## config.mk

```make
export PLATFORM = sky130hd
export DESIGN_NAME = uart_rx
export DESIGN_NICKNAME = d
export VERILOG_FILES = /design/src/rtl/uart_pkg.sv /design/src/rtl/uart_rx_tick.sv /design/src/rtl/uart_rx.sv
export SDC_FILE = /design/constraint.sdc
export NUM_CORES = 1
export LEC_CHECK = 0
export CORE_UTILIZATION = 45
export DETAILED_ROUTE_END_ITERATION = 8
export PLACE_DENSITY = 0.65
export SLEW_MARGIN = 20
export SYNTH_ARGS = -nofsm -noshare
export SYNTH_HDL_FRONTEND = slang
export SYNTH_SLANG_ARGS = --single-unit
export TNS_END_PERCENT = 30
```

## constraint.sdc

```tcl
create_clock -name clk -period 5.3 [get_ports clk]
set_clock_uncertainty 0.2 [all_clocks]
set_input_delay 1.06 -clock clk [delete_from_list [all_inputs] [get_ports clk]]
set_output_delay 1.06 -clock clk [all_outputs]
set_load 0.02 [all_outputs]
```

## src/rtl/uart_pkg.sv

```systemverilog
// Shared types and constants for the UART receiver.
// The PARITY state exists only when UART_RX_PARITY_EN is defined.
package uart_pkg;

    localparam int DATA_BITS  = 8;
    localparam int OVERSAMPLE = 16;

    typedef enum logic [2:0] {
        IDLE,
        START,
        DATA,
`ifdef UART_RX_PARITY_EN
        PARITY,
`endif
        STOP
    } state_t;

endpackage

```

## src/rtl/uart_rx_tick.sv

```systemverilog
// Oversample tick divider: one-cycle pulse every DIV clocks, restarted by clr.
module uart_rx_tick #(
    parameter int DIV = 651
) (
    input  logic clk,
    input  logic rst,
    input  logic clr,
    output logic tick
);

    localparam int W = (DIV > 1) ? $clog2(DIV) : 1;

    logic [W-1:0] cnt;

    assign tick = (cnt == W'(DIV - 1)) && !clr;

    always_ff @(posedge clk or negedge rst) begin
        if (!rst)
            cnt <= '0;
        else if (clr || tick)
            cnt <= '0;
        else
            cnt <= cnt + 1'b1;
    end

endmodule

```

## src/rtl/uart_rx.sv

```systemverilog
// 16x oversampling UART receiver, 8 data bits, LSB first, one stop bit.
// Define UART_RX_PARITY_EN to add an even-parity bit and the parity_err port.
module uart_rx
    import uart_pkg::*;
#(
    parameter int CLK_FREQ = 100000000,
    parameter int BAUD     = 9600
) (
    input  logic       clk,
    input  logic       rst,
    input  logic       rx,
    output logic [7:0] data,
    output logic       valid,
    output logic       frame_err,
    output logic       busy
`ifdef UART_RX_PARITY_EN
    ,
    output logic       parity_err
`endif
);

    localparam int DIV = CLK_FREQ / (BAUD * OVERSAMPLE);
    localparam logic [3:0] MID_TICK = 4'(OVERSAMPLE / 2 - 1);
    localparam logic [3:0] BIT_TICK = 4'(OVERSAMPLE - 1);
    localparam logic [2:0] LAST_BIT = 3'(DATA_BITS - 1);

    state_t     state, state_n;
    logic       rx_s1, rx_s2, rx_prev;
    logic [2:0] fill;
    logic [3:0] tcnt, tcnt_n;
    logic [2:0] bcnt, bcnt_n;
    logic [7:0] shreg, shreg_n;
    logic [7:0] data_n;
    logic       valid_n, ferr_n;
    logic       tick, fall, bit_end, parity_bad;
`ifdef UART_RX_PARITY_EN
    logic       par_q, par_n, perr_n;
`endif

    // fill qualifies the edge detector until rx_prev holds a real line sample,
    // so a line held low from reset never looks like a start edge.
    assign fall = fill[2] && rx_prev && !rx_s2;
    assign busy = (state != IDLE);

    uart_rx_tick #(.DIV(DIV)) u_tick (
        .clk  (clk),
        .rst  (rst),
        .clr  (state == IDLE),
        .tick (tick)
    );

`ifdef UART_RX_PARITY_EN
    assign parity_bad = ^{shreg, par_q};
`else
    assign parity_bad = 1'b0;
`endif

    always_comb begin
        state_n = state;
        tcnt_n  = tcnt;
        bcnt_n  = bcnt;
        shreg_n = shreg;
        data_n  = data;
        valid_n = 1'b0;
        ferr_n  = 1'b0;
        bit_end = tick && (tcnt == BIT_TICK);
`ifdef UART_RX_PARITY_EN
        par_n   = par_q;
        perr_n  = 1'b0;
`endif
        if (tick && !bit_end)
            tcnt_n = tcnt + 1'b1;
        case (state)
            IDLE: begin
                tcnt_n = '0;
                bcnt_n = '0;
                if (fall)
                    state_n = START;
            end
            START: begin
                if (tick && tcnt == MID_TICK) begin
                    tcnt_n  = '0;
                    state_n = rx_s2 ? IDLE : DATA;
                end
            end
            DATA: begin
                if (bit_end) begin
                    tcnt_n  = '0;
                    shreg_n = {rx_s2, shreg[7:1]};
                    bcnt_n  = bcnt + 1'b1;
                    if (bcnt == LAST_BIT)
`ifdef UART_RX_PARITY_EN
                        state_n = PARITY;
`else
                        state_n = STOP;
`endif
                end
            end
`ifdef UART_RX_PARITY_EN
            PARITY: begin
                if (bit_end) begin
                    tcnt_n  = '0;
                    par_n   = rx_s2;
                    state_n = STOP;
                end
            end
`endif
            STOP: begin
                if (bit_end) begin
                    tcnt_n  = '0;
                    state_n = IDLE;
                    ferr_n  = !rx_s2;
                    if (rx_s2 && !parity_bad) begin
                        data_n  = shreg;
                        valid_n = 1'b1;
                    end
`ifdef UART_RX_PARITY_EN
                    perr_n = parity_bad;
`endif
                end
            end
            default: state_n = IDLE;
        endcase
    end

    always_ff @(posedge clk or negedge rst) begin
        if (!rst) begin
            state     <= IDLE;
            rx_s1     <= 1'b1;
            rx_s2     <= 1'b1;
            rx_prev   <= 1'b1;
            fill      <= '0;
            tcnt      <= '0;
            bcnt      <= '0;
            shreg     <= '0;
            data      <= '0;
            valid     <= 1'b0;
            frame_err <= 1'b0;
`ifdef UART_RX_PARITY_EN
            par_q      <= 1'b0;
            parity_err <= 1'b0;
`endif
        end else begin
            state     <= state_n;
            rx_s1     <= rx;
            rx_s2     <= rx_s1;
            rx_prev   <= rx_s2;
            fill      <= {fill[1:0], 1'b1};
            tcnt      <= tcnt_n;
            bcnt      <= bcnt_n;
            shreg     <= shreg_n;
            data      <= data_n;
            valid     <= valid_n;
            frame_err <= ferr_n;
`ifdef UART_RX_PARITY_EN
            par_q      <= par_n;
            parity_err <= perr_n;
`endif
        end
    end

endmodule

```

Word-level counts from Yosys, hierarchy flattened. Index checks and enable logic that the tools add are counted.

Flip-flop bits (word level): 44. Latch bits: 0. RAM bits: 0. ROM bits: 0. Bits of input ports: 3. Output and inout port bits: 11. Word-level logic and storage cells: 64. Memories: 0.

Add/subtract/negate cells: 3. $mul: 0. Divide/modulo/power cells: 0. $lt $le $gt $ge: 0. Eq/ne operators: 12. Shift-type cells: 0. Multiplexer cells: 19. Bitwise gates (word level): 0. Reductions and logical operators: 18.

Operators by type and width (number): $mux 3 (6); $mux 4 (3); $pmux 3 s4 (1); $pmux 4 s3 (1); $add 10x1->10 const B (1); $eq 10x10->1 const B (1); $mux 10 (1); $ne 2x2->1 const B (5); $eq 3x2->1 const B (2); $logic_and 1x1->1 (6); $pmux 3 s2 (1); $mux 1 (5); $reduce_and 5->1 (1); $add 4x1->4 const B (1); $eq 4x3->1 const B (1); $eq 4x4->1 const B (1); $reduce_and 2->1 (2); $add 3x1->3 const B (1); $eq 3x1->1 const B (1); $eq 3x3->1 const B (1); $logic_not 1->1 (3); $logic_not 3->1 (1); $reduce_and 3->1 (1); $reduce_bool 3->1 (1); other kinds (4) (4).

Longest topological paths before layout. Gate-level depths: netlist of run 1.

Depth after elaboration: 9. Gate-level depth with buffers: 7.

Cells and area by module. A second synthesis of run 1 with hierarchy kept.

Cell total of the unflattened synthesis: 152. Area total of the unflattened synthesis: 1873.0 um^2.

Modules (own cells, without submodules): uart_rx (instances 1, cells each 102, area an instance 1365.1 um^2, seq. area each 829.5 um^2); uart_rx_tick (instances 1, cells each 50, area an instance 508.0 um^2, seq. area each 250.2 um^2).

Worst setup path after synthesis of run 1. No wires, ideal clock.

Kind: flip-flop to flip-flop. From: reg u_tick.cnt[0]. To: reg data[0]. Setup time: 0.125 ns. Arrival: 2.142 ns. Data required time: 4.975 ns. Slack: 2.834 ns. Cell stages (with the launch flop): 7. Buffers on the path: 0. Clock period less this slack: 2.466 ns. Cell sequence: dfrtp_1 -> inv_1 -> ha_1 -> or4b_4 -> or4_4 -> nor2_8 -> mux2_2.

Word-level cells in the longest chain between the ends: 4.

RTL lines: start, declared (RTL line uart_rx_tick.sv:13) `logic [W-1:0] cnt;`; start signal, assigned (RTL line uart_rx_tick.sv:23) `cnt <= cnt + 1'b1;`; $eq 10x10->1 (RTL line uart_rx_tick.sv:15) `assign tick = (cnt == W'(DIV - 1)) && !clr;`; $logic_and 1x1->1 (RTL line uart_rx_tick.sv:15); $logic_and 1x1->1 (RTL line uart_rx.sv:66) `bit_end = tick && (tcnt == BIT_TICK);`; $reduce_and 3->1 (no line); end signal, assigned (RTL line uart_rx.sv:152) `data <= data_n;`; end, declared (RTL line uart_rx.sv:12) `output logic [7:0] data,`.

Every way passes these cells. A chain may end at the register's enable or synchronous reset.

Worst setup path in the final report of run 1.
From: reg state[1]. To: out busy.

Word-level cells in the longest chain between the ends: 1.

RTL lines: start, declared (RTL line uart_rx.sv:27) `state_t state, state_n;`; start signal, assigned (RTL line uart_rx.sv:144) `state <= state_n;`; $reduce_bool 3->1 (RTL line uart_rx.sv:43) `assign busy = (state != IDLE);`; end, declared (RTL line uart_rx.sv:15) `output logic busy`.

Every way passes these cells.

==> impl_metrics.json, run 1 <==
{
  "die_y_um": 67.3,
  "h-tree-depth": 2,
  "clockBufferDepth": 2,
  "n_fill_cell": 327,
  "cpPeakStageDelay_ps": 560,
  "regArea_sq_um": 1080,
  "crit_family": "flip-flops",
  "syn-num-nets": 165,
  "final_nets": 180,
  "hold_path_depth": 0,
  "critPathLaunchType": "register",
  "met2_length_um": 1510,
  "wl_met1_um": 1550,
  "rr_endpoint": "data[2]",
  "synth_seq_cells": 43,
  "worstPathCellList": "or2_2 > clkdlybuf4s50_1",
  "multi_input_area_sq_um": 811,
  "setup_viol": 0,
  "end_kind": "output port",
  "grt_start_max_net_pins": 44,
  "wire_per_inst_um": 14.2,
  "drt-total-wl_um": 3170,
  "ys_top_cells_by_area": "dfrtp_1, mux2_2, dfstp_2, ha_1, xnor2_1",
  "yosysWarnings": 0,
  "drive_above_1_share_pct": 18.5,
  "synth-edff-count": 0,
  "tritoncts": "built",
  "clock_sinks": 43,
  "critPathRequiredTime_ps": 4040,
  "crit_cells": 2,
  "arrival_ps": 1820,
  "die_x_um": 67.3,
  "drt_pre_antenna_iters": 4,
  "dieArea_sq_um": 4530,
  "grt_pass1_wl_um": 5240,
  "antenna_found_initial": 0,
  "grt_pass1_vias": 1169,
  "p_per_area_nw_per_um2": 323,
  "vias": 1186,
  "top_layer": "met4",
  "yosysMostFrequentCell": "dfrtp_1",
  "rows": 23,
  "io_buffers": 13,
  "start_util_pct": 47.3,
  "ctsHoldBuffers": 0,
  "status": "complete, no violations",
  "r2r_cells": 6,
  "fin_crit_sh_pct": 58.0,
  "dpl.hpwl_um": 2170,
  "hold_class": "reg -> reg",
  "critPathMaxFanout": 17,
  "crit_start": "state[1]",
  "clkTransAtPathRegs_ps": 80,
  "core_area_sq_um": 4060,
  "period_minus_slack_ps": 3080,
  "routabilityCongestion": 0.792,
  "worstSetupEndpoint": "busy",
  "synthTopCellsByCount": "dfrtp_1, nor2_1, mux2_2, nand2_1",
  "synth.largest_area_cell": "dfrtp_1",
  "drt_iter0_drc": 106,
  "synth_area_sq_um": 1920,
  "ys.flop_type": "dfrtp_1",
  "syn2layout_area_growth_pct": 14.5,
  "cap_violations": 0,
  "grt_setup_unrepaired": "false",
  "crit_type": "reg -> out",
  "slew_headroom_pct": 38.5,
  "vias_per_cell": 5.32,
  "grt-ovfl-total": 0,
  "async_flop_share_pct": 100,
  "finalSetupTns_ps": 0,
  "post_cts_buffers": 0,
  "final_area_sq_um": 2200,
  "worstReg2RegStart": "u_tick.cnt[0]",
  "track_usage_pct": 16.1,
  "synth_cell_type_count": 41,
  "dpl_cell_area_sq_um": 2090,
  "irDropWorstVdd_mv": 0.200,
  "yosysSeqAreaShare_pct": 56.3,
  "worstMarginPinSlew_ps": 923,
  "r2r_setup_slack_ps": 2700,
  "postSynthAreaPerCell_sq_um": 12.2,
  "hold_viol_final": 0,
  "ios": 14,
  "fmax_mhz": 325,
  "synthCells": 157,
  "ant_nets": 0,
  "cp_num_buf_inv": 1,
  "slowest_stage": "dfrtp_1",
  "slew_viol_final": 0,
  "root_buffer": "clkbuf_8",
  "cts.repair.resized": 0,
  "insertion_delay_ps": 290,
  "drc": 0,
  "p_leak_nw": 1.03,
  "yosysTopAreaCellShare_pct": 52.2,
  "wl_met3_um": 64,
  "n_antenna_cell": 0,
  "cts_made_buffers": 5
}
[sequential cells by signal, indices dropped and copies added, names as in the netlist]
register	cells
u_tick.cnt	10
data	8
shreg	8
tcnt	4
bcnt	3
fill	3
state	2
frame_err	1
rx_prev	1
rx_s1	1
rx_s2	1
valid	1
[final cells by class]
cell class	count	area share (%)
Clock buffer	6	3.30
Clock inverter	2	1.71
Multi-Input combinational cell	107	36.9
Inverter	2	0.342
Tap cell	50	2.85
Sequential cell	43	49.2
Timing Repair Buffer	13	5.70
[cells in the final DEF, fill, tap and decap left out, types with 2 or more instances in the layout]
master           instances
dfstp_2                  3
mux2_1                   4
inv_1                    2
a21oi_1                  3
a211o_1                  2
xnor2_1                  7
mux2_2                  12
and3_1                   2
xor2_1                   2
o211ai_1                 3
nand2_1                 12
clkbuf_8                 5
nor2b_1                  2
nor3_1                   5
clkdlybuf4s50_1         12
ha_1                     5
nand3_1                  7
dfrtp_1                 40
nor4b_1                  3
nor2_1                  16
o31ai_1                  2
[power by group]
part	total, mW	switching (mW)	internal, mW
registers	0.375	0.0265	0.349
clock network	0.248	0.108	0.141
logic	0.0856	0.0482	0.0374
total	0.709	0.182	0.527
[how the worst min path moves through the flow]
stage	start	end
6_report	fill[0]	fill[1]
5_1_grt	rx_s1	rx_s2
4_1_cts	fill[0]	fill[1]
3_5_place_dp	fill[0]	fill[1]
3_3_place_gp	fill[0]	fill[1]
2_1_floorplan	fill[0]	fill[1]
[kinds of logic (layout without fill, tap and decap cells)]
family,Yosys count,count (layout),share of synthesized area (%)
adders and majority gates,5,5,3.26
AOI/OAI and AO/OA,16,16,6.72
and+or+nand+nor,59,59,18.1
muxes,17,17,9.92
other,1,1,0.196
buffers and inverters,7,23,1.43
xor gates and xnor gates,9,9,4.11
DFF,43,43,56.3
[per-stage QoR]
| stage | setup slack (ps) | instances | power [mW] | util (%) | hold WS (ps) |
|---|---|---|---|---|---|
| finish | 2220 | 223 | 0.709 | 54.1 | 153 |
| global route | 2140 | 223 | 0.748 | 54.1 | 160 |
| CTS | 2220 | 223 | 0.719 | 54.1 | 153 |
| detailed placement | 2550 | 215 | 0.468 | 51.4 | 135 |
| global placement | 2590 | 215 | 0.463 | 51.4 | 132 |
| floorplan | 2830 | 157 | 0.440 | - | 131 |
[layer usage]
layer	up-vias	GRT usage (%)
met5	-	0
met4	0	8.51
met3	4	5.24
met2	14	24.3
met1	585	20.6
li1	583	-
No activity file was read; power rests on OpenSTA's default activity.
==> inputs of run 2 (changes only) <==
==> constraint.sdc (replaced) <==
create_clock -name clk -period 3.1 [get_ports clk]
set_clock_uncertainty 0.2 [all_clocks]
set_input_delay 0.62 -clock clk [delete_from_list [all_inputs] [get_ports clk]]
set_output_delay 0.62 -clock clk [all_outputs]
set_load 0.02 [all_outputs]
==> impl_metrics.json, run 2 (same netlist as run 1, synthesis figures left out) <==
{
  "clock_sinks": 43,
  "critPathLaunchType": "register",
  "final_nets": 180,
  "start_util_pct": 47.3,
  "setup_viol": 0,
  "ios": 14,
  "layout_commonest_cell": "dfrtp_1",
  "die_y_um": 67.3,
  "fmax_mhz": 377,
  "whs_ps": 152,
  "stdcell_count": 223,
  "irDropWorstVdd_mv": 0.264,
  "end_kind": "output port",
  "n_fill_cell": 355,
  "grt_pass1_vias": 1231,
  "p_total_mw": 1.12,
  "period_minus_slack_ps": 2650,
  "ant_nets": 0,
  "critPathMaxFanout": 17,
  "p_leak_nw": 1.02,
  "clkTransAtPathRegs_ps": 80,
  "hold_class": "reg -> reg",
  "multi_input_area_sq_um": 811,
  "worstMarginPinSlew_ps": 923,
  "cpPeakStageDelay_ps": 570,
  "cts_made_buffers": 5,
  "post-route-util_pct": 53.4,
  "wire_per_inst_um": 14.7,
  "reg_top3": "u_tick.cnt (10), data (8), shreg (8)",
  "slowest_stage": "dfrtp_1",
  "slew_viol_final": 0,
  "finalSetupTns_ps": 0,
  "drt_iter0_drc": 72,
  "ctsHoldBuffers": 0,
  "grt_setup_unrepaired": "false",
  "final_area_sq_um": 2170,
  "status": "complete, no violations",
  "regArea_sq_um": 1080,
  "cap_violations": 0,
  "track_usage_pct": 18.0,
  "tritoncts": "built",
  "drt_pre_antenna_iters": 4,
  "root_buffer": "clkbuf_8",
  "setup_slack_ps": 445,
  "insertion_delay_ps": 290,
  "antenna_found_initial": 0,
  "grt_pass1_wl_um": 5850,
  "cts.repair.resized": 0,
  "io_buffers": 13,
  "syn2layout_area_growth_pct": 13.0,
  "h-tree-depth": 2,
  "largest_reg_flops": 10,
  "hold_viol_final": 0,
  "core_area_sq_um": 4060,
  "dp_slack_ps": 514,
  "grt-ovfl-total": 0,
  "drc": 0,
  "drt-total-wl_um": 3280,
  "regMostFlops": "u_tick.cnt",
  "routabilityCongestion": 0.768,
  "n_antenna_cell": 0,
  "dpl_cell_area_sq_um": 2090,
  "crit_type": "reg -> out",
  "rows": 23,
  "p_per_area_nw_per_um2": 518,
  "arrival_ps": 1830,
  "post_cts_buffers": 0,
  "final_cell_mix": "dfrtp_1, nor2_1, nand2_1, mux2_2, clkdlybuf4s50_1",
  "drive_above_1_share_pct": 17.9,
  "fin_crit_sh_pct": 85.6,
  "clockBufferDepth": 2,
  "grt_start_max_net_pins": 44,
  "worstPathCellList": "or2_2 > clkdlybuf4s50_1",
  "dpl.hpwl_um": 2270,
  "dp_cells": 215,
  "vias": 1251,
  "critPathRequiredTime_ps": 2280,
  "dieArea_sq_um": 4530,
  "slew_headroom_pct": 38.5,
  "vias_per_cell": 5.61,
  "die_x_um": 67.3
}
[run 2: critical path, delay by kind of cell, from the launching register on]
kind / cells / cell delay [ps]
buffers and inverters: 1 / 550
flip-flops: 1 / 570
AND/OR/NAND/NOR: 1 / 420
[run 2: report_power, final]
group          leakage (nW)  switching, mW  internal, mW  total, mW
Combinational         0.407         0.0813        0.0640      0.145
Clock                0.0422          0.175         0.158      0.334
Sequential            0.574         0.0468         0.596      0.643
Total                  1.02          0.304         0.818       1.12
[run 2: final cells by class]
class / instances / area share [%]
flip-flops and latches: 43 / 49.8
clock inverters: 1 / 0.231
repair buffers: 13 / 5.77
clock buffers: 7 / 3.52
multi-input cells: 107 / 37.4
well taps: 50 / 2.89
inverters: 2 / 0.346
[run 2: per-layer routing]
| layer | wire length [um] | track usage (%) | part of all wire [%] | vias to the layer above |
|---|---|---|---|---|
| li1 | - | - | - | 588 |
| met1 | 1490 | 22.1 | 45 | 638 |
| met2 | 1650 | 28.5 | 50 | 23 |
| met3 | 116 | 6.08 | 3.5 | 2 |
| met4 | 23 | 7.98 | 0.70 | 0 |
| met5 | 0 | 0 | 0 | - |
[run 2: path summary, 6_finish.rpt]
| kind | startpoint | to | slack (ps) | cells past startpoint |
|---|---|---|---|---|
| worst min-delay path | fill[0] | fill[1] | 150 | 0 |
| worst max register to register | u_tick.cnt[0] | data[3] | 510 | 6 |
| max in group asynchronous | rst | u_tick.cnt[1] | 1860 | 1 |
| worst min register to register | fill[0] | fill[1] | 150 | 0 |
| worst max-delay path | state[1] | busy | 450 | 2 |
| min in group asynchronous | rst | bcnt[1] | 260 | 1 |
==> inputs of run 3 (changes only) <==
--- a/config.mk
+++ b/config.mk
@@ -7,7 +7,7 @@
 export LEC_CHECK = 0
 export CORE_UTILIZATION = 45
 export DETAILED_ROUTE_END_ITERATION = 8
-export PLACE_DENSITY = 0.65
+export PLACE_DENSITY = 0.63
 export SLEW_MARGIN = 20
 export SYNTH_ARGS = -nofsm -noshare
 export SYNTH_HDL_FRONTEND = slang
==> impl_metrics.json, run 3 (same netlist as run 1, synthesis figures left out) <==
{
  "seq_power_share_pct": 50.5,
  "grt_pass1_wl_um": 5620,
  "use_met2_pct": 25.6,
  "slowest_stage": "dfrtp_1",
  "syn2layout_area_growth_pct": 15.5,
  "start_util_pct": 47.3,
  "switching_power_mw": 0.324,
  "status": "complete, no violations",
  "n_antenna_cell": 0,
  "dieArea_sq_um": 4530,
  "dpl_cell_area_sq_um": 2090,
  "period_minus_slack_ps": 2680,
  "crit_type": "reg -> out",
  "h-tree-depth": 2,
  "grt_setup_unrepaired": "false",
  "cp_num_buf_inv": 1,
  "ios": 14,
  "reg_top3": "u_tick.cnt (10), data (8), shreg (8)",
  "die_x_um": 67.3,
  "final_cell_mix": "dfrtp_1, nor2_1, nand2_1, mux2_2, clkdlybuf4s50_1",
  "drc": 0,
  "r2r_setup_slack_ps": 510,
  "root_buffer": "clkbuf_8",
  "final_nets": 181,
  "setup_viol": 0,
  "critPathRequiredTime_ps": 2280,
  "drt_iter0_drc": 68,
  "p_per_area_nw_per_um2": 566,
  "crit_cells": 2,
  "cts_made_buffers": 5,
  "arrival_ps": 1860,
  "fin_crit_sh_pct": 86.6,
  "ctsHoldBuffers": 0,
  "internal_power_mw": 0.929,
  "dpl.hpwl_um": 2260,
  "clock_sinks": 43,
  "r2r_cells": 6,
  "grt-ovfl-total": 0,
  "irDropWorstVdd_mv": 0.407,
  "p_clk_share_pct": 36.9,
  "end_kind": "output port",
  "slew_viol_final": 0,
  "grt.met3_usage_pct": 5.57,
  "power_frac_comb_pct": 12.6,
  "vias_per_cell": 5.47,
  "p_leak_nw": 1.05,
  "ant_nets": 0,
  "die_y_um": 67.3,
  "drt_pre_antenna_iters": 4,
  "use_met1_pct": 23.1,
  "switching_share_pct": 25.9,
  "dp_slack_ps": 508,
  "track_usage_pct": 17.3,
  "drive_above_1_share_pct": 19.5,
  "clockBufferDepth": 2,
  "top_usage_layer": "met2",
  "regMostFlops": "u_tick.cnt",
  "routabilityCongestion": 0.837,
  "final_area_sq_um": 2210,
  "worstPathCellList": "or2_2 > clkdlybuf4s50_1",
  "regArea_sq_um": 1080,
  "tritoncts": "built",
  "rows": 23,
  "wire_per_inst_um": 14.6,
  "vias": 1226,
  "drt-total-wl_um": 3270,
  "grt_pass1_vias": 1182,
  "n_fill_cell": 346,
  "io_buffers": 13,
  "clkTransAtPathRegs_ps": 90,
  "core_area_sq_um": 4060,
  "cpPeakStageDelay_ps": 580,
  "fmax_mhz": 372,
  "cts.repair.resized": 0,
  "setup_slack_ps": 415,
  "layout_commonest_cell": "dfrtp_1",
  "critPathLaunchType": "register",
  "post_cts_buffers": 0,
  "grt_start_max_net_pins": 44,
  "insertion_delay_ps": 300,
  "multi_input_area_sq_um": 811,
  "largest_reg_flops": 10,
  "finalSetupTns_ps": 0,
  "worstMarginPinSlew_ps": 928,
  "hold_viol_final": 0,
  "slew_headroom_pct": 38.1,
  "hold_class": "reg -> reg",
  "critPathMaxFanout": 17,
  "hold_path_depth": 0,
  "crit_family": "flip-flops",
  "antenna_found_initial": 0,
  "cap_violations": 0
}
==> run 3: cell types whose count changed in the layout (fill, tap and decap cells not counted), sizes merged <==
| cell | change |
|---|---|
| clkbuf | -1 |
| clkinv | -1 |
| buf | +1 |
| inv | +1 |
| bufinv | +1 |
==> run 3: per-layer routing <==
metal / vias to the layer above / routed length, um
met1: 611 / 1570
met4: 0 / 68
met3: 6 / 101
li1: 591 / -
met2: 18 / 1520
met5: - / 0
==> run 3: final timing paths <==
path,endpoint,startpoint
max in group asynchronous,u_tick.cnt[8],rst
max,busy,state[1]
max reg2reg,data[3],u_tick.cnt[0]
min reg2reg,fill[1],fill[0]
min,fill[1],fill[0]
min in group asynchronous,frame_err,rst
==> run 3: layout make-up <==
cell class	count	area share, %
Clock buffer	6	3.73
Clock inverter	2	1.75
Inverter	2	0.339
Multi-Input combinational cell	107	36.6
Sequential cell	43	48.8
Tap cell	50	2.82
Timing Repair Buffer	14	5.99
==> run 3: per-stage QoR <==
step	hold slack, ps	total power [mW]	instances	utilization (%)
after CTS	154	1.27	224	54.6
after global placement	136	0.796	216	51.6
after global routing	167	1.31	224	54.6
final	153	1.25	224	54.6
after floorplan	124	0.752	157	-
after detailed placement	135	0.803	216	51.6
==> run 3: worst register-to-register path, delay by kind of cell, from the launching register on <==
family / cells / cell delay [ps]
fa+ha+maj: 1 / 140
simple gates: 3 / 1290
buf+inv: 1 / 80
flops: 1 / 430
mux: 1 / 350
==> run 3: power groups by stage <==
| stage | sequential, mW | combinational, mW | clock, mW |
|---|---|---|---|
| 3_3_place_gp | 0.640 | 0.156 | 0 |
| 2_1_floorplan | 0.637 | 0.115 | 0 |
| 4_1_cts | 0.632 | 0.161 | 0.476 |
| 5_1_grt | 0.638 | 0.180 | 0.497 |
| 6_report | 0.633 | 0.158 | 0.462 |
| 3_5_place_dp | 0.643 | 0.159 | 0 |
